`src/rtl/parity_frame_pkg.sv`:
```
// parity_frame_pkg: shared state encoding, parity polarity constants and width helper for the parity framer
package parity_frame_pkg;

    typedef enum logic [1:0] {
        IDLE   = 2'd0,
        SHIFT  = 2'd1,
        PARITY = 2'd2,
        GAP    = 2'd3
    } state_e;

    localparam bit PAR_EVEN = 1'b1;
    localparam bit PAR_ODD  = 1'b0;
    localparam int GAP_W    = 8;

    function automatic int clog2(input int v);
        int r;
        r = 0;
        for (int i = 0; i < 31; i++) if ((1 << i) < v) r = i + 1;
        return r;
    endfunction

endpackage

```
`src/rtl/parity_accum.sv`:
```
// parity_accum: 1-bit serial XOR accumulator with selectable even/odd parity output
module parity_accum
    import parity_frame_pkg::*;
#(
    parameter bit EVEN_PARITY = PAR_EVEN
) (
    input  logic clk,
    input  logic rst_n,
    input  logic clr,
    input  logic en,
    input  logic d,
    output logic par
);

    logic acc_q, acc_d;

    assign par = (EVEN_PARITY == PAR_ODD) ? ~acc_q : acc_q;

    // Clear wins over accumulate so a new frame always starts from zero
    always_comb begin
        acc_d = clr ? 1'b0 : (en ? acc_q ^ d : acc_q);
    end

    // Accumulator register
    always_ff @(posedge clk or negedge rst_n) begin
        if (!rst_n) acc_q <= 1'b0;
        else        acc_q <= acc_d;
    end

endmodule

```
`src/rtl/parity_frame_ctrl.sv`:
```
// parity_frame_ctrl: frames parallel words into a back-pressurable serial stream with a trailing parity bit
module parity_frame_ctrl
    import parity_frame_pkg::*;
#(
    parameter int DATA_W      = 8,
    parameter bit EVEN_PARITY = 1'b1,
    parameter bit MSB_FIRST   = 1'b0,
    parameter int GAP_CYCLES  = 0,
    parameter int CNT_W       = 16
) (
    input  logic              clk,
    input  logic              rst_n,
    input  logic [DATA_W-1:0] in_data,
    input  logic              in_valid,
    output logic              in_ready,
    output logic              ser_bit,
    output logic              ser_valid,
    input  logic              ser_ready,
    output logic              ser_is_parity,
    output logic              ser_first,
    output logic              ser_last,
    output logic              busy,
    output logic [CNT_W-1:0]  frame_cnt
);

    localparam int BW = (DATA_W > 1) ? clog2(DATA_W) : 1;
    localparam logic [BW-1:0] LAST_IDX = BW'(DATA_W - 1);

    state_e            state_q, state_d;
    logic [DATA_W-1:0] sr_q, sr_d;
    logic [BW-1:0]     bit_q, bit_d;
    logic [GAP_W-1:0]  gap_q, gap_d;
    logic [CNT_W-1:0]  cnt_q, cnt_d;
    logic              in_fire, beat_fire, data_bit, par_bit;

    assign in_ready      = (state_q == IDLE);
    assign busy          = (state_q != IDLE);
    assign ser_valid     = (state_q == SHIFT) || (state_q == PARITY);
    assign ser_is_parity = (state_q == PARITY);
    assign ser_last      = (state_q == PARITY);
    assign ser_first     = (state_q == SHIFT) && (bit_q == LAST_IDX);
    assign data_bit      = MSB_FIRST ? sr_q[DATA_W-1] : sr_q[0];
    assign ser_bit       = (state_q == SHIFT) ? data_bit : ((state_q == PARITY) ? par_bit : 1'b0);
    assign frame_cnt     = cnt_q;
    assign in_fire       = in_valid && in_ready;
    assign beat_fire     = ser_valid && ser_ready;

    parity_accum #(.EVEN_PARITY(EVEN_PARITY)) u_acc (
        .clk   (clk),
        .rst_n (rst_n),
        .clr   (in_fire),
        .en    (beat_fire && (state_q == SHIFT)),
        .d     (data_bit),
        .par   (par_bit)
    );

    // Frame sequencing; a stalled beat leaves every register untouched
    always_comb begin
        state_d = state_q;
        sr_d    = sr_q;
        bit_d   = bit_q;
        gap_d   = gap_q;
        cnt_d   = cnt_q;
        case (state_q)
            IDLE: if (in_fire) begin
                sr_d    = in_data;
                bit_d   = LAST_IDX;
                state_d = SHIFT;
            end
            SHIFT: if (beat_fire) begin
                sr_d  = MSB_FIRST ? (sr_q << 1) : (sr_q >> 1);
                bit_d = bit_q - BW'(1);
                if (bit_q == '0) state_d = PARITY;
            end
            PARITY: if (beat_fire) begin
                cnt_d   = cnt_q + CNT_W'(1);
                gap_d   = GAP_W'(GAP_CYCLES - 1);
                state_d = (GAP_CYCLES > 0) ? GAP : IDLE;
            end
            default: begin
                gap_d = gap_q - GAP_W'(1);
                if (gap_q == '0) state_d = IDLE;
            end
        endcase
    end

    // State and datapath registers; reset drops any frame in flight
    always_ff @(posedge clk or negedge rst_n) begin
        if (!rst_n) begin
            state_q <= IDLE;
            sr_q    <= '0;
            bit_q   <= '0;
            gap_q   <= '0;
            cnt_q   <= '0;
        end else begin
            state_q <= state_d;
            sr_q    <= sr_d;
            bit_q   <= bit_d;
            gap_q   <= gap_d;
            cnt_q   <= cnt_d;
        end
    end

endmodule

```
`config.mk`:
```
export PLATFORM = sky130hd
export DESIGN_NAME = parity_frame_ctrl
export DESIGN_NICKNAME = d
export VERILOG_FILES = /design/src/rtl/parity_frame_pkg.sv /design/src/rtl/parity_accum.sv /design/src/rtl/parity_frame_ctrl.sv
export SDC_FILE = /design/constraint.sdc
export NUM_CORES = 1
export LEC_CHECK = 0
export CAP_MARGIN = 20
export CORE_MARGIN = 1.5
export CORE_UTILIZATION = 30
export CTS_CLUSTER_SIZE = 12
export DETAILED_ROUTE_END_ITERATION = 8
export PLACE_DENSITY = 0.49
export SLEW_MARGIN = 20
export SYNTH_ARGS = -nofsm -noshare
export SYNTH_HDL_FRONTEND = slang
export SYNTH_SLANG_ARGS = --single-unit
```
`constraint.sdc`:
```
create_clock -name clk -period 2.01 [get_ports clk]
set_input_delay 0.402 -clock clk [delete_from_list [all_inputs] [get_ports clk]]
set_output_delay 0.402 -clock clk [all_outputs]
set_load 0.1 [all_outputs]
```
Word level (Yosys, flattened, before mapping)
Cells that the tools add are included.
{ "totals": {"reg_bits": 38, "latchBits": 0, "ram_bits": 0, "mem_bits_ro": 0, "in_bits": 12, "output_inout_bits": 23, "elab_cells": 53, "n_memories": 0} }
{ "op_classes": {"addsub": 3, "n_mul": 0, "div_mod_pow": 0, "magnitude_cmp": 0, "n_eq_ne": 7, "shift": 0, "n_mux": 18, "bitwise": 2, "n_reduce_logical": 17} }
{ "ops": {"columns": ["operator", "n"], "rows": [
  ["case mux 8 bit (2 select lines)", 2],
  ["2-to-1 mux 8 bit", 3],
  ["adder 16 x 1 -> 16 bit, second input constant", 1],
  ["2-to-1 mux 2 bit", 5],
  ["logical NOT 8 bit", 1],
  ["subtractor 8 x 1 -> 8 bit, second input constant", 1],
  ["2-to-1 mux 3 bit", 2],
  ["inequality test 2 x 1 -> 1 bit, second input constant", 3],
  ["case mux 2 bit (3 select lines)", 1],
  ["case mux 3 bit (2 select lines)", 1],
  ["nonzero test 2 bit", 3],
  ["AND reduction 5 bit", 1],
  ["logical AND 1 bit", 4],
  ["2-to-1 mux 1 bit", 4],
  ["AND reduction 2 bit", 2],
  ["nonzero test 4 bit", 1],
  ["== test 3 bit, second input constant", 1],
  ["logical NOT 3 bit", 1],
  ["AND reduction 3 bit", 1],
  ["subtractor 3 x 1 -> 3 bit, second input constant", 1],
  ["== test 2 x 1 -> 1 bit, second input constant", 1],
  ["== test 2 bit, second input constant", 1],
  ["logical NOT 2 bit", 1],
  ["inequality test 2 bit, second input constant", 1],
  ["other kinds (4)", 4]
]} }

Longest topological paths before layout
Gate-level depths: netlist of run 1.
{ "depth": {"word_depth": 6, "depth_mapped": 8, "ltp_nobuf": 6} }

Hierarchy
A second synthesis of run 1 with hierarchy kept.
{ "unflattened": {"hier_cells": 192, "hier_area_um2": 1971.9} }
{ "by_module_without_submodules": {"columns": ["module", "instances", "cells_each", "area_per_inst_um2"], "rows": [
  ["parity_frame_ctrl", 1, 188, 1920.6],
  ["parity_accum", 1, 4, 51.3]
]} }

Worst setup path after synthesis of run 1
OpenSTA, ideal clock, no wires.
{ "synth_path": {"path_kind": "register -> output", "start": "register state_q[0]", "end": "output ser_bit", "t_arrival_ns": 3.628, "required_ns": 1.608, "path_slack_ns": -2.020, "stages_incl_launch_ff": 5, "n_path_buf": 0, "path_cell_list": "dfrtp_1 inv_1 ha_1 nand2_1 o21ai_0"} }
{ "synth_via": {"elab_chain_cells": 3, "elab_cells_between_ends": 4, "cone_classes": "eq/ne: 2; mux: 2"} }
{ "synth_rtl": {"columns": ["element", "line_no", "text"], "rows": [
  ["start, declared", "parity_frame_ctrl.sv:29", "state_e state_q, state_d;"],
  ["start signal, assigned", "parity_frame_ctrl.sv:96", "state_q <= state_d;"],
  ["== test 2 bit", null, null],
  ["via ser_is_parity", "parity_frame_ctrl.sv:19", "output logic ser_is_parity,"],
  ["2-to-1 mux 1 bit (2 in a row)", "parity_frame_ctrl.sv:43", "assign ser_bit = (state_q == SHIFT) ? data_bit : ((state_q == PARITY) ? par_bit : 1'b0);"],
  ["end, declared", "parity_frame_ctrl.sv:16", "output logic ser_bit,"]
]} }
The timed path passes the listed nets, and every way through them passes these cells.

Worst setup path after layout of run 1
{ "layout_path": {"start": "register state_q[1]", "end": "output ser_first"} }
{ "layout_via": {"elab_chain_cells": 2} }
{ "layout_rtl": {"columns": ["element", "line_no", "text"], "rows": [
  ["== test 2 x 1 -> 1 bit", "parity_frame_ctrl.sv:41", "assign ser_first = (state_q == SHIFT) && (bit_q == LAST_IDX);"],
  ["logical AND 1 bit", "parity_frame_ctrl.sv:41", null],
  ["end, declared", "parity_frame_ctrl.sv:20", "output logic ser_first,"]
]} }
No other way between the ends.

==> out/metrics.csv, run 1 <==
metric;value;unit
Yosys cell types;39;
Worst Path Required;1.61;ns
Die ar.;7160;µm²
met1 wire length;2090;µm
Fin Setup TNS;0;ns
vias;1526;
met3 WL post-DR;149;µm
clk root buf;clkbuf_8;
H-Tree Level Count;2;
post-route cell area;2770;µm²
Clock Latency Late Sink;0.29;ns
CTS buffer count;5;
gpl congestion;0.734;
clk_skew;0.00866;ns
first-pass GRT wire length;6910;µm
number of diodes;0;
top cell family by delay on the critical path;buffers and inverters;
antenna violations before repair;0;
Final min period;1.92;ns
synthesized area per cell;10.1;µm²
clock sink count;38;
area share of the largest cell type after synthesis;47.6;%
Final HPWL DP;3010;µm
Layout area overhead;38.7;%
CTS tree;built;
RSZ-0062 raised after global routing;false;
Synth area leaders;dfrtp_1, ha_1, xor2_1, nand2_1, xnor2_1;
final core occ;43.4;%
Reg clk slew, reported paths;0.08;ns
core area;6390;µm²
Final ANT Viol Nets;0;
Final period util;95.7;%
biggest cell delay along the critical path;0.41;ns
RR Startpoint;state_q[0]$_DFFE_PN0P_;
Post-DP Area;2600;µm²
die height;84.6;µm
CP Launch Point;state_q[1]$_DFFE_PN0P_;
Slew @ Worst Pin;0.532;ns
via/cell ratio;4.64;
endpoints failing setup;0;
met2 WL;1890;µm
die width;84.6;µm
CP Cell Sequence;inv_2, ha_4, buf_12, and3_4, buf_12;
largest net degree at the start of global routing;25;
initial DRC count;76;
Routed WL;4180;µm
syn nets;220;
synthesis-stage register bit count;38;
worst setup path class;flop to output pin;
status;finished, final reports clean;
r2r setup slk;0.11;ns
worst path buffer plus inverter count;3;
first-pass detailed-route iteration total;4;
Starting Density;31.3;%
Slew HR;64.5;%
arrival time at the worst endpoint;1.52;ns
All-Layer GR Usage;12.1;%
Mapped Area;2000;µm²
per-cell routed wire length;12.7;µm
Cells after Synth;198;
hold crit path type;input port to asynchronous set/reset pin;
# DRC;0;
Worst setup EP type;output pin;
worst-path fanout max;12;
Syn. warnings;0;
Max Freq;520;MHz
overall power of the completed layout;4.57;mW
Hold Vio Cnt, Final;0;
Pwr Density;1650;nW/µm²
fraction of layout cells with a size suffix above 1;28.6;%
Pins Over Slew Limit;0;
Max-Cap Viols;0;
Post-layout nets;273;
grt ovf;0;
crit path launch type;flop;
register area share after synthesis;47.6;%
Ports;35;
vias in the first global route;1427;
DR top layer;met4;
dominant cell type by area after synthesis;dfrtp_1;
leak pwr;1.27;nW
CP dominant cell by count;buf_12;
Crit-path slowest cell;dfrtp_1;
Core Rows;29;
Max VDD drop;1020;µV
PortBufs;34;
clk buf depth;2;
-- where the power goes --
part	leakage [nW]	internal, mW	switching [mW]
combinational	0.771	1.12	1.66
sequential	0.454	1.02	0.223
clock	0.0482	0.277	0.263
total	1.27	2.42	2.15
-- per-stage QoR --
step	setup WS, ns	hold slack [ns]	instances
2_1_floorplan	-0.0107	0.106	198
3_3_place_gp	0.0580	0.423	314
3_5_place_dp	0.0344	0.414	314
4_1_cts	0.0360	0.104	324
5_1_grt	0.0202	0.123	329
6_report	0.0863	0.0904	329
-- cell usage after synthesis --
cell type	number
and4_1	2
or2_1	1
or4_4	1
clkbuf_1	3
mux2i_1	7
a21o_1	1
nor4_1	1
o31ai_1	1
or3_1	1
and3_1	6
nand4_1	7
inv_1	9
buf_4	1
nand4_2	1
xnor2_1	9
nand3_2	2
o22ai_1	1
nand2b_1	2
buf_2	2
nand2_4	1
xor2_1	13
nor3_1	3
nor3_2	1
o21ai_1	2
a21oi_1	15
nand4b_1	1
nand2_1	22
nor2b_1	1
ha_1	10
nor4_2	1
nor2_1	15
mux2_1	2
a21bo_1	1
nand3_1	6
dfrtp_1	38
a31o_1	1
a22oi_1	1
o21ai_0	5
buf_6	1
-- cell families (layout without fill, tap and decap cells) --
kind of cell	after synthesis	after routing	share of synthesized area, %
AND/OR/NAND/NOR	75	75	20.3
flip-flops	38	38	47.6
AO/OA/AOI/OAI	28	28	7.89
XOR/XNOR	22	22	9.64
buffers and inverters	16	70	3.69
adder cells (fa/ha/maj)	10	10	6.26
multiplexers	9	9	4.63
-- final cells by class --
class	instances	area (µm²)
fillers	626	3610
flip-flops and latches	38	961
inverters	9	33.8
clock inverters	1	5.00
well taps	77	96.3
repair buffers	53	563
clock buffers	7	86.3
multi-input cells	144	1030
-- repair_timing --
| action | CTS | global route |
|---|---|---|
| endpoints found under the hold margin | 0 | 0 |
| resized for setup | 1 | 1 |
| buffers inserted | 2 | 4 |
| setup endpoints to repair | 2 | 2 |
| gates cloned | 0 | 1 |
| hold buffers | 0 | 0 |
| pin swaps | 0 | 1 |
-- layer usage --
layer / up-vias / global-route usage (%)
li1: 786 / -
met1: 707 / 17.8
met2: 28 / 17.5
met3: 5 / 2.85
met4: 0 / 3.96
met5: - / 0
-- placed cells by master, fill, tap and decap left out, types with 2 or more instances in the layout --
cell type / synthesis / layout
mux2_1: 2 / 2
and4_1: 2 / 2
and3_1: 6 / 5
ha_4: 0 / 3
nor2_1: 15 / 15
nand3_2: 2 / 2
dfrtp_2: 0 / 8
nand2b_1: 2 / 2
o21ai_0: 5 / 4
dfrtp_1: 38 / 30
inv_2: 0 / 2
nand2_1: 22 / 22
nand3_1: 6 / 6
o21ai_1: 2 / 2
clkdlybuf4s50_1: 0 / 10
nor3_1: 3 / 3
ha_1: 10 / 7
a21oi_1: 15 / 15
nand4_1: 7 / 7
buf_12: 0 / 10
inv_1: 9 / 7
clkbuf_8: 0 / 6
xor2_1: 13 / 13
xnor2_1: 9 / 9
mux2i_1: 7 / 7
buf_4: 1 / 31
-- state kept, by name (all words and copies together) (netlist names) --
register,flops
sr_q,8
gap_q,8
bit_q,3
frame_cnt,16
state_q,2
u_acc.par,1
-- final timing paths --
kind,endpoint,depth (start not counted)
worst max-delay path,ser_first,5
worst min-delay path,frame_cnt[15]$_DFFE_PN0P_,1
worst max register to register,state_q[1]$_DFFE_PN0P_,6
worst min register to register,frame_cnt[15]$_DFFE_PN0P_,1
max in group asynchronous,sr_q[6]$_DFFE_PN0P_,2
min in group clk,frame_cnt[15]$_DFFE_PN0P_,1
Power figures use the tool's default switching activity.
==> inputs of run 2 (changes only) <==
--- a/config.mk
+++ b/config.mk
@@ -11,5 +11,7 @@
 export CTS_CLUSTER_SIZE = 12
 export DETAILED_ROUTE_END_ITERATION = 8
+export HOLD_SLACK_MARGIN = 0.1
 export PLACE_DENSITY = 0.49
+export SKIP_CTS_REPAIR_TIMING = 1
 export SLEW_MARGIN = 20
 export SYNTH_ARGS = -nofsm -noshare
==> constraint.sdc (replaced) <==
create_clock -name clk -period 2.01 [get_ports clk]
set_input_delay 0.402 -clock clk [delete_from_list [all_inputs] [get_ports clk]]
set_output_delay 0.402 -clock clk [all_outputs]
set_load 0.01 [all_outputs]
==> out/metrics.csv, run 2 (synthesized netlist as in run 1, its figures left out) <==
metric;value;unit;change
status;finished with violations;;was finished, final reports clean
failing checks;negative setup slack;;
number of diodes;0;;unchanged
via/cell ratio;4.63;;was 4.64
WHS;0.470;ns;was 0.0904 ns
Final HPWL DP;3230;µm;was 3010 µm
Slew HR;68.7;%;was 64.5%
Post-layout nets;273;;unchanged
PortBufs;34;;unchanged
gpl congestion;0.757;;was 0.734
clock sink count;38;;unchanged
max FFs per register;16;;unchanged
endpoints failing setup;3;;was 0
Routed WL;4210;µm;was 4180 µm
Slew @ Worst Pin;0.469;ns;was 0.532 ns
clk root buf;clkbuf_8;;unchanged
antenna violations before repair;0;;unchanged
Ports;35;;unchanged
Max Freq;464;MHz;was 520 MHz
Die ar.;7160;µm²;unchanged
Crit-path slowest cell;clkdlybuf4s50_1;;was dfrtp_1
arrival time at the worst endpoint;1.75;ns;was 1.52 ns
Max VDD drop;726;µV;was 1020 µV
vias in the first global route;1457;;was 1427
commonest non-fill, non-tap cell in the layout;dfrtp_1;;was buf_4
top cell family by delay on the critical path;buffers and inverters;;unchanged
grt ovf;0;;unchanged
H-Tree Level Count;2;;unchanged
Reg clk slew, reported paths;0.08;ns;about the same
Worst setup EP type;output pin;;unchanged
CP Cell Sequence;inv_1, ha_2, and3_1, clkdlybuf4s50_1;;was inv_2, ha_4, buf_12, and3_4, buf_12
vias;1522;;was 1526
Max-Cap Viols;0;;unchanged
All-Layer GR Usage;12.7;%;was 12.1%
CTS tree;built;;unchanged
most frequent cells in the layout;dfrtp_1, clkdlybuf4s50_1, nand2_1;;was buf_4, dfrtp_1, nand2_1
Pwr Density;1260;nW/µm²;was 1650 nW/µm²
# fillers;647;;was 626
CTS buffer count;5;;unchanged
Pins Over Slew Limit;0;;unchanged
worst path buffer plus inverter count;2;;was 3
biggest cell delay along the critical path;0.53;ns;was 0.41 ns
initial DRC count;56;;was 76
RR Startpoint;state_q[1]$_DFFE_PN0P_;;was state_q[0]$_DFFE_PN0P_
worst-path fanout max;8;;was 12
die width;84.6;µm;unchanged
crit path launch type;flop;;unchanged
Final min period;2.15;ns;was 1.92 ns
worst setup path class;flop to output pin;;unchanged
Clock Latency Late Sink;0.29;ns;about the same
r2r setup slk;0.15;ns;was 0.11 ns
fraction of layout cells with a size suffix above 1;13.9;%;was 28.6%
per-cell routed wire length;12.8;µm;was 12.7 µm
first-pass GRT wire length;7090;µm;was 6910 µm
R2R cell count;6;;unchanged
CP Launch Point;state_q[1]$_DFFE_PN0P_;;unchanged
largest net degree at the start of global routing;20;;was 25
Place WS;0.0493;ns;was 0.0344 ns
Worst Path Required;1.61;ns;about the same
Starting Density;31.3;%;unchanged
# DRC;0;;unchanged
core area;6390;µm²;unchanged
hold crit path type;flop to flop;;was input port to asynchronous set/reset pin
Final period util;107;%;was 95.7%
leak pwr;1.25;nW;was 1.27 nW
first-pass detailed-route iteration total;4;;unchanged
die height;84.6;µm;unchanged
final cell count without fillers;329;;unchanged
Critical Path End;ser_first;;unchanged
PnR worst setup slack;-0.143;ns;was 0.0863 ns
reg2reg end;state_q[0]$_DFFE_PN0P_;;was state_q[1]$_DFFE_PN0P_
Fin Setup TNS;-0.278;ns;was 0 ns
final core occ;41.6;%;was 43.4%
clk_skew;0.00885;ns;was 0.00866 ns
RSZ-0062 raised after global routing;true;;was false
Core Rows;29;;unchanged
Final ANT Viol Nets;0;;unchanged
clk buf depth;2;;unchanged
Layout area overhead;32.8;%;was 38.7%
cell total after placement;320;;was 314
Worst path depth;4;;was 5
Hold Vio Cnt, Final;0;;unchanged
## run 2: changes by cell type in the layout (fill, tap and decap cells not counted), moves of 3 or more
cell             before  now
buf_12               10    1
buf_4                31   17
clkdlybuf4s50_1      10   29
dfrtp_1              30   38
dfrtp_2               8    0
dlymetal6s2s_1        0    4
ha_4                  3    0
## run 2: area by class of cell
type / instances / area (µm²) / area share (%)
well taps: 77 / 96.3 / 3.63
repair buffers: 53 / 503 / 18.9
inverters: 9 / 33.8 / 1.27
flip-flops and latches: 38 / 951 / 35.8
multi-input cells: 144 / 980 / 36.9
clock inverters: 1 / 5.00 / 0.189
clock buffers: 7 / 86.3 / 3.25
## run 2: per-stage QoR
| stage | total power, mW | cell area (µm²) |
|---|---|---|
| 2_1_floorplan | 2.20 | 2000 |
| 3_3_place_gp | 2.84 | 2540 |
| 3_5_place_dp | 2.87 | 2540 |
| 4_1_cts | 3.43 | 2630 |
| 5_1_grt | 3.67 | 2660 |
| 6_report | 3.35 | 2660 |
## run 2: power by group
part           switching, mW  leakage, nW  internal [mW]
combinational          0.797        0.732          0.791
clock                  0.270       0.0482          0.277
sequential             0.204        0.467           1.01
## run 2: per-layer routing
metal  vias to the layer above  track usage [%]  share of wire [%]
met1                       709             17.4                 49
met4                         0             5.57                1.4
met5                         -                0                  0
met2                        23             18.3                 46
li1                        785                -                  -
met3                         5             4.23                4.1
## run 2: how the worst min path moves through the flow
stage,from,endpoint,slack (ns),cells after the start
finish,frame_cnt[15]$_DFFE_PN0P_,frame_cnt[15]$_DFFE_PN0P_,0.47,1
global route,frame_cnt[15]$_DFFE_PN0P_,frame_cnt[15]$_DFFE_PN0P_,0.50,1
CTS,rst_n,gap_q[4]$_DFFE_PN0P_,0.07,1
detailed placement,rst_n,frame_cnt[9]$_DFFE_PN0P_,0.40,1
global placement,rst_n,frame_cnt[11]$_DFFE_PN0P_,0.40,1
floorplan,rst_n,bit_q[0]$_DFFE_PN0P_,0.11,0
